==> src/rtl/seq_alu.sv <==
// Multi-cycle execute unit: single-cycle logic/arith ops, iterative one-bit-per-clock shifts,
// valid/ready on both sides. Define SEQ_ALU_OVF_EN to add the signed-overflow output ovf.
module seq_alu #(
    parameter int unsigned WIDTH   = 32,
    parameter int unsigned SHAMT_W = 5
) (
    input  logic               clk,
    input  logic               reset,
    input  logic [3:0]         ALU,
    input  logic [WIDTH-1:0]   A,
    input  logic [WIDTH-1:0]   B,
    input  logic [SHAMT_W-1:0] shamt,
    input  logic               in_valid,
    output logic               in_ready,
    output logic [WIDTH-1:0]   result,
    output logic               zero,
    output logic               bad_op,
`ifdef SEQ_ALU_OVF_EN
    output logic               ovf,
`endif
    output logic               out_valid,
    input  logic               out_ready
);

    typedef enum logic [1:0] {
        IDLE,
        SHIFT,
        DONE
    } state_t;

    state_t             state_q;
    logic [WIDTH-1:0]   result_q;
    logic               bad_q;
    logic [SHAMT_W-1:0] cnt_q;
    logic               left_q;

    logic [WIDTH-1:0]   op_res;
    logic               op_bad;
    logic               is_sll;
    logic               is_shift;
    logic [WIDTH-1:0]   first_shift;
    logic [WIDTH-1:0]   sum;
    logic [WIDTH-1:0]   diff;

    assign sum         = A + B;
    assign diff        = A - B;
    assign is_sll      = (ALU == 4'b0100);
    assign is_shift    = is_sll || (ALU == 4'b0101);
    assign first_shift = is_sll ? (B << 1) : (B >> 1);

    always_comb begin
        op_res = '0;
        op_bad = 1'b0;
        case (ALU)
            4'b0000: op_res = A & B;
            4'b0001: op_res = A | B;
            4'b0010: op_res = sum;
            4'b0011: op_res = A;
            4'b0100: op_res = B;
            4'b0101: op_res = B;
            4'b0110: op_res = diff;
            4'b0111: op_res = {{(WIDTH-1){1'b0}}, ($signed(A) < $signed(B))};
            4'b1100: op_res = ~(A | B);
            default: op_bad = 1'b1;
        endcase
    end

`ifdef SEQ_ALU_OVF_EN
    logic op_ovf;
    logic ovf_q;

    always_comb begin
        op_ovf = 1'b0;
        if (ALU == 4'b0010)
            op_ovf = (A[WIDTH-1] == B[WIDTH-1]) && (sum[WIDTH-1] != A[WIDTH-1]);
        else if (ALU == 4'b0110)
            op_ovf = (A[WIDTH-1] != B[WIDTH-1]) && (diff[WIDTH-1] != A[WIDTH-1]);
    end

    always_ff @(posedge clk) begin
        if (reset)
            ovf_q <= 1'b0;
        else if (state_q == IDLE && in_valid)
            ovf_q <= op_ovf;
    end

    assign ovf = ovf_q;
`endif

    // The first shift step is taken on the accept edge so a shift of N finishes in N cycles.
    always_ff @(posedge clk) begin
        if (reset) begin
            state_q  <= IDLE;
            result_q <= '0;
            bad_q    <= 1'b0;
            cnt_q    <= '0;
            left_q   <= 1'b0;
        end else begin
            case (state_q)
                IDLE: begin
                    if (in_valid) begin
                        bad_q  <= op_bad;
                        left_q <= is_sll;
                        if (is_shift && shamt != '0) begin
                            result_q <= first_shift;
                            cnt_q    <= shamt - SHAMT_W'(1);
                            state_q  <= (shamt == SHAMT_W'(1)) ? DONE : SHIFT;
                        end else begin
                            result_q <= op_res;
                            state_q  <= DONE;
                        end
                    end
                end
                SHIFT: begin
                    result_q <= left_q ? (result_q << 1) : (result_q >> 1);
                    cnt_q    <= cnt_q - SHAMT_W'(1);
                    if (cnt_q == SHAMT_W'(1))
                        state_q <= DONE;
                end
                DONE: begin
                    if (out_ready)
                        state_q <= IDLE;
                end
                default: state_q <= IDLE;
            endcase
        end
    end

    assign in_ready  = (state_q == IDLE);
    assign out_valid = (state_q == DONE);
    assign result    = result_q;
    assign zero      = (result_q == '0);
    assign bad_op    = bad_q;

endmodule

==> config.mk <==
export PLATFORM = sky130hd
export DESIGN_NAME = seq_alu
export DESIGN_NICKNAME = d
export VERILOG_FILES = /design/src/rtl/seq_alu.sv
export SDC_FILE = /design/constraint.sdc
export NUM_CORES = 1
export LEC_CHECK = 0
export CORE_MARGIN = 2
export CORE_UTILIZATION = 38
export DETAILED_ROUTE_END_ITERATION = 6
export PLACE_DENSITY_LB_ADDON = 0.08
export SLEW_MARGIN = 20
export SYNTH_ARGS = -nofsm -noshare
export SYNTH_HDL_FRONTEND = slang
export SYNTH_SLANG_ARGS = --single-unit
==> constraint.sdc <==
create_clock -name clk -period 3.8 [get_ports clk]
set_input_delay 0.57 -clock clk [delete_from_list [all_inputs] [get_ports clk]]
set_output_delay 0.57 -clock clk [all_outputs]
set_load 0.05 [all_outputs]
Yosys cells after proc, flatten, opt, wreduce, memory -nomap -nowiden
Cells that the tools add are included.
- $lt $le $gt $ge: 1
- bitwise operators: 3
- mux-type cells: 16
- reduce and logical (&&, ||, !) cells: 13
- $add $sub $neg: 4
- eq/ne operators: 16
- operators by type and width (kind ; count):
    32-bit one-hot mux with 8 select lines ; 1
    32-bit 2-to-1 mux ; 4
    32-bit one-hot mux with 2 select lines ; 1
    32-bit adder ; 1
    32-bit AND ; 1
    32-bit logical NOT ; 1
    32-bit < comparator ; 1
    32-bit NOT ; 1
    32-bit OR ; 1
    32-bit subtractor ; 1
    4-bit by 3-bit == test with 1-bit output (second input constant) ; 4
    5-bit by 1-bit == test with 1-bit output (second input constant) ; 2
    2-bit 2-to-1 mux ; 5
    5-bit 2-to-1 mux ; 2
    5-bit one-hot mux with 2 select lines ; 1
    5-bit by 1-bit subtractor with 5-bit output (second input constant) ; 2
    9-bit OR reduction ; 1
    4-bit by 2-bit == test with 1-bit output (second input constant) ; 2
    2-bit one-hot mux with 3 select lines ; 1
    3-bit AND reduction ; 2
    5-bit nonzero test ; 1
    4-bit by 1-bit == test with 1-bit output (second input constant) ; 1
    4-bit == test (second input constant) ; 1
    4-bit logical NOT ; 1
    other kinds (11) ; 14
- output and inout bits: 36
- bits in registers: 41

Logic depth before layout (Yosys ltp)
- depth in word-level cells: 6
- depth in mapped cells: 13
- mapped depth without buffers: 13

Worst setup path before layout
OpenSTA, ideal clock, no wires.
- path type: in2reg
- start: input A[0]
- end: register result_q[30], in the netlist result[30]
- cell stages on the path: 13
- setup slack: 0.203 ns
- arrival time: 3.465 ns
- path through: inv_1 ha_1 fa_1 o21bai_1 a2111o_1 nand3_1 a2111o_1 a31oi_2 a31oi_2 o41ai_1 mux2_2 a221oi_1 nor4_2
- longest elaborated chain between the ends: 5
- elaborated cells on any way between the ends: 6
- those cells by class: add/sub: 2; mux: 4
- ends and longest elaborated chain (element ; RTL line ; source):
    from (decl) ; 10 ; input logic [WIDTH-1:0] A,
    32-bit subtractor / 32-bit adder (equally long branches) ; 46, 45 ;
    32-bit one-hot mux with 8 select lines * ; 54 ; case (ALU)
    32-bit 2-to-1 mux * ; 104 ; if (is_shift && shamt != '0) begin
    32-bit 2-to-1 mux * ; 101 ; if (in_valid) begin
    32-bit one-hot mux with 2 select lines * ; 99 ; case (state_q)
    to (signal assigned) ; 105 ; result_q <= first_shift;
    to (signal assigned) ; 109 ; result_q <= op_res;
    to (signal assigned) ; 115 ; result_q <= left_q ? (result_q << 1) : (result_q >> 1);
    to (decl) ; 32 ; logic [WIDTH-1:0] result_q;
Every way passes the cells marked *; elsewhere a longest branch is shown, timed or not. The select of a mux whose other input is x is not followed.
A chain may end at the register's enable or synchronous reset.

Worst setup path after layout
- start: input A[10]
- end: register result_q[30], in the netlist result[30]
The elaborated chain is that of the path after synthesis.

==> results summary <==
The final-report setup violation count came out at 0. The internal power of the cells totals about 1400 uW. The TritonCTS clock tree is built. The run finished with clean final reports.

The number of DRC violations after detailed routing came out at 0. The largest buffer count on any clock path came out at 2. The total negative setup slack came out at 0 ps. The number of global-route vias before repair came to about 9500. The die is approximately 150 um tall. The HPWL after detailed placement is around 28000 um. Across every metal layer, demand over resource in global routing totals 0.301. The final-stage net count is 1610. The max-slew headroom at the worst pin is 0.448.

After filler insertion, the fill cell instance count of the layout stands at between 2000 and 2500. between 100 and 150 I/O pins were placed. Setup repair after global routing left no endpoint under its margin. In the finished design, the share of the clock period the worst path needs comes to 0.976. The share of total power dissipated in the clock network is 0.167. The worst setup path is captured at a flop. The cell with the most instances on the worst path is a31oi_4. In this run the clock root is driven by a clkbuf_16. The critical path is of the in -> reg type. The arrival time at the worst endpoint came out at around 3900 ps. The detailed-route via count is slightly above 10000.

The average footprint of a synthesized cell is approximately 7 sq um. The effective utilization at floorplan is 0.387. Of all cell types, the one taking the most synthesized area is ha_1.

The total inserted antenna cells came out at 0. The die outline width came out at ~150 um. The first global-routing pass estimated roughly 53000 um of wire. The layout cell share with drive strength beyond 1 came out at 0.212.

The mapped cell area came out at roughly 8100 sq um. The share of synthesized registers carrying an async set or reset is 0. The switching component of the power came out at between 1000 and 1500 uW. The path category of the worst min-delay check is reg -> reg. VDD sags by at most ~0.17 mV. The stage delay of the slowest cell on the critical path is approximately 500 ps.

Of the synthesized area, sequential elements account for 0.101. The core occupancy in the finished layout is 0.538. The Yosys warning count is 0. Ranked by total cell area, the synthesized netlist is headed by ha_1 17%, dfxtp_1 10%, a21oi_1 7.3%.

The total clock sinks came out at 41. The final worst hold slack is ~470 ps. The launch point of the critical path is A[10].

Derived from the worst setup path, the maximum achievable clock frequency is 270 MHz. The core outline area is between 20000 and 25000 sq um. The post-route worst setup slack came out at slightly above 90 ps. The floorplan step defined a die boundary enclosing 22600 sq um. Of the total power, the share spent switching nets is 0.441. After detailed routing, the number of vias per cell comes to between 5 and 6. The areal power density over the cells came out at roughly 230 nW/um^2. Entering global routing, the biggest net connects 39 pins.

The worst setup slack after placement is -751 ps. The most common cell in the synthesized netlist is a21oi_1. For the pin with the worst max-slew slack, the measured transition is 825 ps.

The required time at the endpoint of the critical path came out at between 3000 and 4000 ps. The number of buffers added by the clock tree synthesis step is 5. The routability-driven placement congestion ratio is ~0.94.

The floorplan has 53 rows. The static leakage came out at 0.00486 uW. The post-route minimum period came out at about 3700 ps. The first TritonRoute pass finished after 6 iterations. The area overhead of the layout relative to synthesis is 39.1%.

The clock-pin slew on the worst setup and hold paths came out at roughly 60 ps. In this run the most critical hold path is launched from cnt_q[1]$_SDFFE_PP0P_. The total of max-cap violations came out at 0.

The overall power of the completed layout is about 2600 uW. Traced cell by cell, the critical path runs through clkdlybuf4s50_1 > inv_1 > ha_1 > buf_4 > o311a_1 > a2111o_1 > a31oi_4 > a31oi_4 > o41ai_2 > mux2_2 > a221oi_2 > nor4_2. The quantity of I/O buffers inserted on ports came out at about 110. The net count after synthesis is between 1000 and 1500. The count of nets left with antenna violations after detail routing came out at 0. The worst setup path is launched from an input pin. The worst flop-to-flop path startpoint is state_q[0]$_SDFFE_PP0P_. For this design, the slowest cell found on the critical path is a2111o_1.

For this run, the leading register cell type out of synthesis is dfxtp_1. The depth of the CTS H-tree is 2. The number of unique standard cell types used by synthesis came out at slightly below 70. Counting both buffers and inverters, the worst setup path holds a total of 3. The number of flops mapped to enable cells by yosys came out at 0.

After detailed routing, the total wire length is between 30000 and 40000 um. Of the total power, combinational logic draws 0.632. The initial antenna violation count came out at 0.

Across the routed clock network, the largest skew measured is approximately 6.1 ps. In the synthesized netlist, the cells that appear most often are 119 x a21oi_1, 112 x ha_1, 104 x nor2_1. The remaining global-route overflow is 0.

The count of state elements after synthesis is roughly 40. The fraction of post-synthesis cell area in the top cell type by area came out at 0.172. Of the total power, registers draw 0.200. Along the worst path, the maximum fanout reaches 5. The cell family with the largest share of critical-path delay is compound AO/OA/AOI/OAI gates. The final routed wire length divided by cell count came out at approximately 20 um. Synthesis produced ~1200 cells. The clock latency on the worst-skew pair came out at between 200 and 300 ps.

The violation count after the first detailed-route iteration is between 800 and 900. The number of pins with negative max-slew slack in the final report came to 0. The number of failing hold endpoints at the final stage is 0.
==> worst reg2reg max path, stage by stage, from the launching register on <==
cell,delay [ps]
dfxtp_1,490
nor2_1,120
or2_2,450
a21oi_1,360
o21ai_0,140
a21oi_1,240
o2111ai_1,230
buf_4,190
nand3_1,60
o21ai_0,110
==> placed cells by master, fill, tap and decap left out, drive strengths merged, types with 41 or more instances in the layout <==
cell | netlist | layout
clkdlybuf4s50 | 0 | 109
o21ai | 68 | 68
a21oi | 119 | 119
nand2 | 73 | 73
nor2 | 105 | 105
ha | 112 | 112
dfxtp | 41 | 41
o22ai | 41 | 41
inv | 96 | 96
buf | 14 | 227
==> per-stage QoR <==
step | instances | instance area, sq um
after floorplan | 1159 | 8130
after global placement | 1681 | 11000
after detailed placement | 1681 | 11000
after CTS | 1692 | 11200
after global routing | 1694 | 11300
final | 1694 | 11300
==> power by group through the flow <==
stage                     Combinational [uW]  Clock [uW]  Sequential [uW]
after floorplan                          767           0              619
after global placement                  1550           0              526
final                                   1630         431              517
after detailed placement                1560           0              526
after CTS                               1590         435              517
after global routing                    1760         448              523
==> cells by family after synthesis <==
group,synth area share
compound gates,0.392
simple gates,0.169
buf+inv,0.0863
fa+ha+maj,0.177
flops,0.101
mux,0.0485
xor+xnor,0.0258
==> routing by layer <==
metal | up-vias | routed length [um] | track usage
met1 | 4762 | 15800 | 0.422
li1 | 4870 | - | -
met4 | 0 | 708 | 0.0745
met3 | 44 | 2610 | 0.0333
met5 | - | 0 | 0
met2 | 435 | 15600 | 0.492
==> path summary, 6_finish.rpt <==
path / endpoint / slack [ps] / cells past startpoint
max: result[30]$_SDFFE_PP0P_ / 90 / 12
min reg2reg: cnt_q[1]$_SDFFE_PP0P_ / 470 / 2
max reg2reg: result[25]$_SDFFE_PP0P_ / 1280 / 9
min: cnt_q[1]$_SDFFE_PP0P_ / 470 / 2
==> state kept, by name, indices dropped and copies added, names as in the netlist <==
register / flops
result: 32
cnt_q: 5
state_q: 2
bad_op: 1
left_q: 1
==> cell type report <==
cell class              count  area (sq um)  area share
clock buffers               7           143      0.0126
inverters                  96           360      0.0318
multi-input cells         936          6810       0.602
flip-flops and latches     41           821      0.0725
well taps                 275           344      0.0304
repair buffers            339          2840       0.251
==> repair_timing <==
item                       CTS  global route
pin swaps                   13             8
hold buffers                 0             0
gates resized for setup     22            21
setup endpoints to repair   10            13
setup buffers                4             2
Power figures use the tool's default switching activity.
